[src/rtl/axi_multiplexer.sv]
// Packet-granular N:1 AXI4-Stream multiplexer with a one-beat registered output stage.
// Optional: define AXI_MUX_SELECT_LOOKAHEAD_EN to accept the next select on the tlast beat (no bubble).
module axi_multiplexer #(
  parameter  int NUM_STREAMS   = 2,
  parameter  int AXI_DATA_BITS = 32,
  localparam int SEL_BITS      = (NUM_STREAMS > 1) ? $clog2(NUM_STREAMS) : 1,
  localparam int KEEP_BITS     = AXI_DATA_BITS / 8
) (
  input  logic                                       clk,
  input  logic                                       rst,
  input  logic [SEL_BITS-1:0]                        select_data,
  input  logic                                       select_valid,
  output logic                                       select_ready,
  input  logic [NUM_STREAMS-1:0][AXI_DATA_BITS-1:0]  in_tdata,
  input  logic [NUM_STREAMS-1:0][KEEP_BITS-1:0]      in_tkeep,
  input  logic [NUM_STREAMS-1:0]                     in_tlast,
  input  logic [NUM_STREAMS-1:0]                     in_tvalid,
  output logic [NUM_STREAMS-1:0]                     in_tready,
  output logic [AXI_DATA_BITS-1:0]                   out_tdata,
  output logic [KEEP_BITS-1:0]                       out_tkeep,
  output logic                                       out_tlast,
  output logic                                       out_tvalid,
  input  logic                                       out_tready
);

  typedef enum logic {IDLE, STREAM} state_t;

  state_t                 state, state_nxt;
  logic [SEL_BITS-1:0]    sel_q, sel_nxt;
  logic                   out_valid_q;
  logic                   sel_ok, slot, load;
  logic [AXI_DATA_BITS-1:0] cur_tdata;
  logic [KEEP_BITS-1:0]   cur_tkeep;
  logic                   cur_tlast, cur_tvalid;

  assign sel_ok     = int'(select_data) < NUM_STREAMS;
  // Register can take a beat when empty or when its current beat drains this cycle.
  assign slot       = !out_valid_q || out_tready;
  assign out_tvalid = out_valid_q;

  always_comb begin
    cur_tdata  = '0;
    cur_tkeep  = '0;
    cur_tlast  = 1'b0;
    cur_tvalid = 1'b0;
    for (int i = 0; i < NUM_STREAMS; i++) begin
      if (sel_q == SEL_BITS'(i)) begin
        cur_tdata  = in_tdata[i];
        cur_tkeep  = in_tkeep[i];
        cur_tlast  = in_tlast[i];
        cur_tvalid = in_tvalid[i];
      end
    end
  end

  always_comb begin
    state_nxt    = state;
    sel_nxt      = sel_q;
    select_ready = 1'b0;
    in_tready    = '0;
    load         = 1'b0;
    case (state)
      IDLE: begin
        select_ready = 1'b1;
        if (select_valid && sel_ok) begin
          sel_nxt   = select_data;
          state_nxt = STREAM;
        end
      end
      STREAM: begin
        for (int i = 0; i < NUM_STREAMS; i++) begin
          if (sel_q == SEL_BITS'(i)) in_tready[i] = slot;
        end
        load = cur_tvalid && slot;
        if (load && cur_tlast) begin
`ifdef AXI_MUX_SELECT_LOOKAHEAD_EN
          select_ready = 1'b1;
          if (select_valid && sel_ok) sel_nxt   = select_data;
          else                        state_nxt = IDLE;
`else
          state_nxt = IDLE;
`endif
        end
      end
      default: state_nxt = IDLE;
    endcase
    if (rst) begin
      select_ready = 1'b0;
      in_tready    = '0;
      load         = 1'b0;
    end
  end

  always_ff @(posedge clk) begin
    if (rst) begin
      state       <= IDLE;
      sel_q       <= '0;
      out_valid_q <= 1'b0;
      out_tdata   <= '0;
      out_tkeep   <= '0;
      out_tlast   <= 1'b0;
    end else begin
      state <= state_nxt;
      sel_q <= sel_nxt;
      if (load) begin
        out_valid_q <= 1'b1;
        out_tdata   <= cur_tdata;
        out_tkeep   <= cur_tkeep;
        out_tlast   <= cur_tlast;
      end else if (out_tready) begin
        out_valid_q <= 1'b0;
      end
    end
  end

endmodule

[config.mk]
export PLATFORM = sky130hd
export DESIGN_NAME = axi_multiplexer
export DESIGN_NICKNAME = d
export VERILOG_FILES = /design/src/rtl/axi_multiplexer.sv
export SDC_FILE = /design/constraint.sdc
export NUM_CORES = 1
export LEC_CHECK = 0
export ABC_AREA = 1
export ABC_CLOCK_PERIOD_IN_PS = 1500
export BUFFER_PORTS_ARGS = -buffer_cell sky130_fd_sc_hd__buf_2
export CAP_MARGIN = 5
export CORE_MARGIN = 1.5
export CORE_UTILIZATION = 44
export CTS_CLUSTER_SIZE = 12
export DETAILED_ROUTE_END_ITERATION = 8
export HOLD_SLACK_MARGIN = 0.02
export PLACE_DENSITY = 0.8
export REMOVE_ABC_BUFFERS = 1
export SYNTH_ARGS = -nofsm -noshare
export SYNTH_HDL_FRONTEND = slang
export SYNTH_SLANG_ARGS = --single-unit
[constraint.sdc]
create_clock -name clk -period 1.5 [get_ports clk]
set_clock_uncertainty 0.15 [all_clocks]
set_input_delay 0.225 -clock clk [delete_from_list [all_inputs] [get_ports clk]]
set_output_delay 0.225 -clock clk [all_outputs]
set_load 0.005 [all_outputs]
# Word-level counts from Yosys, hierarchy flattened
# Index checks and enable logic that the tools add are counted.
[op_classes]
n_bitwise = 1
n_mux = 17
n_reduce_logical = 6
[ops]
columns = ["operator", "n"]
rows = [
  ["$mux 32", 1],
  ["$mux 1", 12],
  ["$mux 2", 2],
  ["$mux 4", 1],
  ["$logic_and 1x1->1", 2],
  ["$pmux 1 s2", 1],
  ["$reduce_and 2->1", 1],
  ["$reduce_bool 2->1", 1],
  ["$logic_not 1->1", 1],
  ["$logic_or 1x1->1", 1],
  ["$not 1->1", 1],
]
[totals]
output_inout_bits = 41
ff_bits = 40
inputBits = 81

# Depth between registers and ports, before layout
# Gate-level depths: netlist of run 1.
[depth]
depth_word = 6
mapped_depth = 9
ltp_nobuf = 7

# Worst setup path before layout of run 1
# OpenSTA, ideal clock, no wires.
[synth_path]
path_kind = "flip-flop to flip-flop"
startpoint = "reg state"
endpoint = "reg out_tdata[0]"
required_time_ns = 1.237
path_slack_ns = 0.231
n_path_buf = 2
setup_ns = 0.113
stages_incl_launch_ff = 8
arrival_time_ns = 1.007
path_cell_list = "dfxtp_1 -> inv_1 -> nor2_2 -> nand3_1 -> buf_4 -> buf_2 -> nor2_1 -> nor2_1"
[synth_between]
elab_chain_len = 2
[synth_lines]
columns = ["item", "line", "source"]
rows = [
  ["start, declared", "28", "state_t state, state_nxt;"],
  ["start signal, assigned", "103", "state <= state_nxt;"],
  ["$mux 1", "62", "case (state)"],
  ["$mux 1", "87", "if (rst) begin"],
  ["end signal, assigned", "107", "out_tdata <= cur_tdata;"],
  ["end, declared", "19", "output logic [AXI_DATA_BITS-1:0] out_tdata,"],
]
# Every way passes these cells.
# A chain may end at the register's enable or synchronous reset.

# Worst setup path after layout of run 1
[layout_path]
startpoint = "reg state"
endpoint = "out in_tready[0]"
[layout_between]
elab_chain_len = 2
[layout_lines]
columns = ["item", "line", "source"]
rows = [
  ["$mux 2", "62", ""],
  ["$mux 2", "87", ""],
  ["end, declared", "18", "output logic [NUM_STREAMS-1:0] in_tready,"],
]
# Every way passes these cells.

==> results of run 1 <==
[cell families after synthesis]
family          after synthesis  share of synthesized area, %
simple gates                271                          48.1
buf+inv                      61                          12.5
flops                        40                          37.7
compound gates                7                          1.65
[metal layers]
metal / part of all wire, % / GRT usage [%]
met1: 46 / 21.7
met2: 48 / 34.2
met3: 5.0 / 3.61
met4: 0.48 / 3.35
met5: 0 / 0
[per-stage QoR]
stage / power, mW / cells / hold slack [ns] / util [%]
after floorplan: 1.45 / 359 / 0.144 / -
after global placement: 1.67 / 542 / 0.319 / 59.1
after detailed placement: 1.68 / 542 / 0.315 / 59.1
after CTS: 2.54 / 550 / 0.0257 / 61.5
after global routing: 2.67 / 552 / 0.0385 / 61.9
final: 2.51 / 552 / 0.0321 / 61.9
[flip-flops by register name, indices dropped and copies added (netlist names)]
name,cells
out_tlast,1
out_tkeep,4
out_tdata,32
out_tvalid,1
state,1
sel_q,1
[placed cells by master (no fill, tap or decap), drive strengths merged]
| cell type | n |
|---|---|
| o21ai | 3 |
| nand2 | 192 |
| buf | 131 |
| dfxtp | 40 |
| clkbuf | 6 |
| clkinv | 1 |
| nand3 | 1 |
| inv | 41 |
| a21oi | 4 |
| nor2 | 78 |
| bufinv | 1 |
[path summary, 6_finish.rpt]
| kind | from | to | cells past startpoint |
|---|---|---|---|
| min | rst | out_tlast | 2 |
| max | state | in_tready[0] | 5 |
| max reg2reg | state | out_tdata[22] | 7 |
| min reg2reg | out_tlast | out_tlast | 2 |
[final cells by class]
cell class                      count  area [um^2]  share of cell area (%)
Multi-Input combinational cell    278         1060                    36.6
Sequential cell                    40          803                    27.7
Timing Repair Buffer              131          709                    24.4
Inverter                           41          154                    5.30
Clock buffer                        6         72.6                    2.50
Tap cell                           54         67.6                    2.33
Clock inverter                      2         35.0                    1.21
[where the power goes]
part           total (mW)  leakage (nW)  internal [mW]  switching, mW
clock network       0.842        0.0552          0.494          0.348
registers            1.15         0.326           1.12         0.0289
logic               0.515          1.51          0.235          0.280
total                2.51          1.89           1.85          0.657
[repair_timing]
action                     CTS  global route
pin swaps                    0             3
setup buffers                0             2
setup endpoints to repair    2             2
gates resized for setup      2             2
==> results.md, run 1 <==
* Clock slew at reported path FFs at 0.07 ns
* #FFs+latches synth at 40
* Filler cells at 472
* Vias per cell at 4.26
* Distinct cells, synth at 15
* Fin. Hold Viols at 0
* Synth area leader: dfxtp_1
* Worst-Skew Late Latency at 0.27 ns
* Power per cell area at 864 mW/mm^2
* Instance area at placement at 0.00277 mm^2
* Synth top area cells: dfxtp_1, nand2_1, nor2_1
* Hold buffers post-CTS at 0
* Drc violations at 0
* Clock sinks at 40
* # rows at 25
* Final setup fails at 0
* Post-route cell area at 0.00290 mm^2
* CP max stage cell: dfxtp_2
* Sequential fraction of the synthesis area at 37.7%
* Clock Root Buffer: clkbuf_8
* Post-DR wirelength/cell at 9.01 um
* Static Leak at 1.89 nW
* Layout area overhead at 36.8%
* Routed wire length at 4980 um
* CTS tree: done
* Syn_area_per_cell at 5.60 um^2
* Yosys Warn Count at 0
* Nature of the critical path endpoint: output pin
* Cell Chain, Critical Path: inv_2 > nor2_2 > nand2_1 > nor2_1 > buf_2
* Placeable Area at 0.00469 mm^2
* Htree depth at 2
* DP HPWL at 3690 um
* Height of the die at 72.4 um
* Crit path launch type: register
* Vias in the first global route at 1964
* Max Slew Vio Count at 0
* Arrival time worst endpoint at 1.09 ns
* Ports at 122
* Die ar. at 0.00525 mm^2
* Post-synth top area share at 37.7%
* Post-Syn Area at 0.00212 mm^2
* Total GRT Usage at 18.2%
* RSZ-0062 raised after global routing: true
* Post-synth EDFFs at 0
* CP Class: reg2out
* DRT iter0 DRCs at 95
* RD Place Congestion at 0.753
* Slew HR at 85.7%
* Starting Density at 45.2%
* Worst Path Max Fanout at 3
* Clock buffer depth at 2
* Maxcap violations at 0
* Delay-heaviest family, CP: flip-flops
* ANT nets after route at 0
* Synthesized instance count at 379
* TritonRoute pass-1 iters at 4
* Max Clock Freq at 0.682 GHz
* GRT Residual Overflow at 0
* Share of layout cells above drive strength 1 at 28.9%
* Outcome: finished, final reports clean
* PnR worst setup slack at 0.0334 ns
* Via count at 2354
* Initial antenna violation count at 0
* Setup TNS at 0 ns
* Fin crit share at 97.8%
* Largest net degree at the start of global routing at 39
* Max IR drop VDD at 609 uV
* Most frequent cell after synthesis: nand2_1
* Pre-CTS setup slack at 0.162 ns
* Reg-to-reg slack, setup at 0.08 ns
* Final min period at 1.47 ns
* Commonest cells in the synthesized netlist: nand2_1, nor2_1, dfxtp_1, inv_1, buf_2
* PortBufs at 121
* Layout Nets at 578
* Cts bufs inserted at 5
* Post-synth ARST share at 0%
* Diode count at 0
* Required time of the worst setup path at 1.12 ns
* Bufs and invs on worst path at 2
* Prevailing post-synth register cell: dfxtp_1
* Hold WC Path Type: in2reg
* Worst-margin pin slew at 0.215 ns
* Global-route wire length before repair at 7870 um
* DIE WIDTH at 72.4 um
* Max incr delay on CP at 0.35 ns
Power figures use the tool's default switching activity.
==> run 2, diff against run 1 <==
- CTS_CLUSTER_DIAMETER: not set -> 60
- REMOVE_ABC_BUFFERS: 1 -> not set
==> run 2 against run 1 <==
Via count grew 0.72%. Cell count unchanged. Maximum frequency rose by 0.97%. Largest power group unchanged. Non-clock buffer count did not move. Count of clock-buffer cells in the layout is 1 higher. Core utilization decreased by 0.11 points. Critical path depth shrank 1. Combinational power rose by 1%. Design area down 0.17%. Worst setup slack better by 0.014 ns. Sequential share of layout area grew 0.13 points. Highest routed layer unchanged.
==> results.md, run 2 (synthesis results as in run 1) <==
* Met3 GRT Util at 4.44% (was 3.61%)
* DIE WIDTH at 72.4 um (unchanged)
* GRT Residual Overflow at 0 (unchanged)
* Hold endpoint: out_tlast (unchanged)
* Combined area of the multi-input logic cells at 0.00107 mm^2 (was 0.00106 mm^2)
* Cts bufs inserted at 5 (unchanged)
* R2R depth at 7 (unchanged)
* Vias in the first global route at 2031 (was 1964)
* Max incr delay on CP at 0.39 ns (was 0.35 ns)
* RSZ-0062 raised after global routing: true (unchanged)
* Worst Path Max Fanout at 14 (was 3)
* Power per cell area at 827 mW/mm^2 (was 864 mW/mm^2)
* Layout area overhead at 36.6% (was 36.8%)
* Fin. Hold Viols at 0 (unchanged)
* Setup TNS at 0 ns (unchanged)
* Arrival time worst endpoint at 1.08 ns (was 1.09 ns)
* Clock sinks at 40 (unchanged)
* RD Place Congestion at 0.778 (was 0.753)
* Ports at 122 (unchanged)
* Drc violations at 0 (unchanged)
* Nature of the critical path endpoint: output pin (unchanged)
* Maxcap violations at 0 (unchanged)
* Largest net degree at the start of global routing at 27 (was 39)
* Crit path launch type: register (unchanged)
* Max Clock Freq at 0.688 GHz (was 0.682 GHz)
* Worst hold stages at 2 (unchanged)
* Final setup fails at 0 (unchanged)
* TritonRoute pass-1 iters at 4 (unchanged)
* Required time of the worst setup path at 1.12 ns (about the same)
* R2R Path End: out_tdata[27] (was out_tdata[22])
* Filler cells at 467 (was 472)
* Routing usage on met2 at 35.4% (was 34.2%)
* Static Leak at 1.87 nW (was 1.89 nW)
* GRT Max-Usage Layer: met2 (unchanged)
* Clock Root Buffer: clkbuf_8 (unchanged)
* Clock slew at reported path FFs at 0.08 ns (was 0.07 ns)
* Post-Layout Cell Count at 552 (unchanged)
* Most flops, register: out_tdata (unchanged)
* Most frequent cells in the layout: nand2_1, buf_2, nor2_1 (unchanged)
* Htree depth at 2 (unchanged)
* Vias per cell at 4.30 (was 4.26)
* Hold buffers post-CTS at 0 (unchanged)
* Top Registers: out_tdata: 32 flops, out_tkeep: 4 flops (unchanged)
* CP max stage cell: dfxtp_4 (was dfxtp_2)
* R2R Path Start: state (unchanged)
* Register area at 806 um^2 (was 803 um^2)
* Max Slew Vio Count at 0 (unchanged)
* Placeable Area at 0.00469 mm^2 (unchanged)
* Reg-to-reg slack, setup at 0.10 ns (was 0.08 ns)
* Delay-heaviest family, CP: flip-flops (unchanged)
* DRT iter0 DRCs at 62 (was 95)
* Final min period at 1.45 ns (was 1.47 ns)
* Bufs and invs on worst path at 3 (was 2)
* Critical path depth at 4 (was 5)
* Max IR drop VDD at 440 uV (was 609 uV)
* Share of layout cells above drive strength 1 at 29.3% (was 28.9%)
* DP HPWL at 3940 um (was 3690 um)
* CTS tree: done (unchanged)
* Clock buffer depth at 2 (unchanged)
* Routed wire length at 5280 um (was 4980 um)
* Post-DR wirelength/cell at 9.56 um (was 9.01 um)
* ANT nets after route at 0 (unchanged)
* Fin crit share at 96.8% (was 97.8%)
* Die ar. at 0.00525 mm^2 (unchanged)
* Layout Nets at 578 (unchanged)
* M1 GR Usage at 24.1% (was 21.7%)
* # rows at 25 (unchanged)
* Global-route wire length before repair at 8330 um (was 7870 um)
* Total GRT Usage at 19.9% (was 18.2%)
* Via count at 2371 (was 2354)
* CP Class: reg2out (unchanged)
* Starting Density at 45.2% (unchanged)
* Cell Chain, Critical Path: inv_6 > buf_12 > nor2_2 > buf_2 (was inv_2 > nor2_2 > nand2_1 > nor2_1 > buf_2)
* Most common cell after layout, fill and taps aside: nand2_1 (unchanged)
* Syn Nets at 460
* Diode count at 0 (unchanged)
* Largest register FFs at 32 (unchanged)
* Worst-margin pin slew at 0.239 ns (was 0.215 ns)
* Height of the die at 72.4 um (unchanged)
* HP Start: rst (unchanged)
* Dpl cells at 543 (was 542)
* PortBufs at 121 (unchanged)
* Worst-Skew Late Latency at 0.28 ns (was 0.27 ns)
* Hold WC Path Type: in2reg (unchanged)
* Outcome: finished, final reports clean (unchanged)
* Initial antenna violation count at 0 (unchanged)
* Slew HR at 84.1% (was 85.7%)
[run 2: where the power goes]
group	switching (mW)	total [mW]	leakage [nW]	internal, mW
combinational	0.284	0.520	1.50	0.236
sequential	0.0331	1.15	0.327	1.12
clock	0.350	0.723	0.0445	0.374
total	0.667	2.40	1.87	1.73
[run 2: stage by stage]
stage | utilization, % | hold slack, ns | total power, mW | cell area (um^2) | worst slack (ns)
3_3_place_gp | 58.7 | 0.309 | 1.67 | 2760 | 0.169
6_report | 61.8 | 0.0368 | 2.40 | 2900 | 0.0475
4_1_cts | 61.0 | 0.0246 | 2.42 | 2860 | 0.0161
2_1_floorplan | - | 0.144 | 1.46 | 2120 | 0.231
3_5_place_dp | 58.7 | 0.319 | 1.68 | 2760 | 0.120
5_1_grt | 61.8 | 0.0355 | 2.57 | 2900 | -0.00948
[run 2: timing repair]
action / 4_1_cts / 5_1_grt
buffers inserted: 0 / 1
resized for setup: 5 / 9
hold endpoints to repair: 0 / 0
endpoints found under the setup margin: 2 / 2
cloned: 0 / 0
pin swaps: 0 / 1
[run 2: metal layers]
layer  part of all wire [%]  wire length [um]  vias to the layer above
met3                    7.0               369                        5
li1                       -                 -                     1321
met2                     45              2390                       84
met5                      0                 0                        -
met1                     47              2480                      961
met4                   0.80                42                        0
[run 2: how the worst max path moves through the flow]
stage / startpoint / to / slack [ns]
after CTS: state / in_tready[0] / 0.02
after global placement: sel_q / out_tdata[5] / 0.17
after global routing: sel_q / in_tready[1] / -0.009
after detailed placement: sel_q / out_tdata[2] / 0.12
after floorplan: state / out_tdata[0] / 0.23
final: sel_q / in_tready[1] / 0.05
[run 2: layout make-up]
cell class                      instances  area share [%]
Clock buffer                            7            2.98
Clock inverter                          1           0.259
Inverter                               41            5.48
Multi-Input combinational cell        278            37.0
Sequential cell                        40            27.8
Tap cell                               54            2.33
Timing Repair Buffer                  131            24.2
[run 2: worst reg2reg max path: cells and delay by family (launching register included)]
family	cells	cell delay, ns
buffers and inverters	3	0.40
AND/OR/NAND/NOR	4	0.39
flip-flops	1	0.35
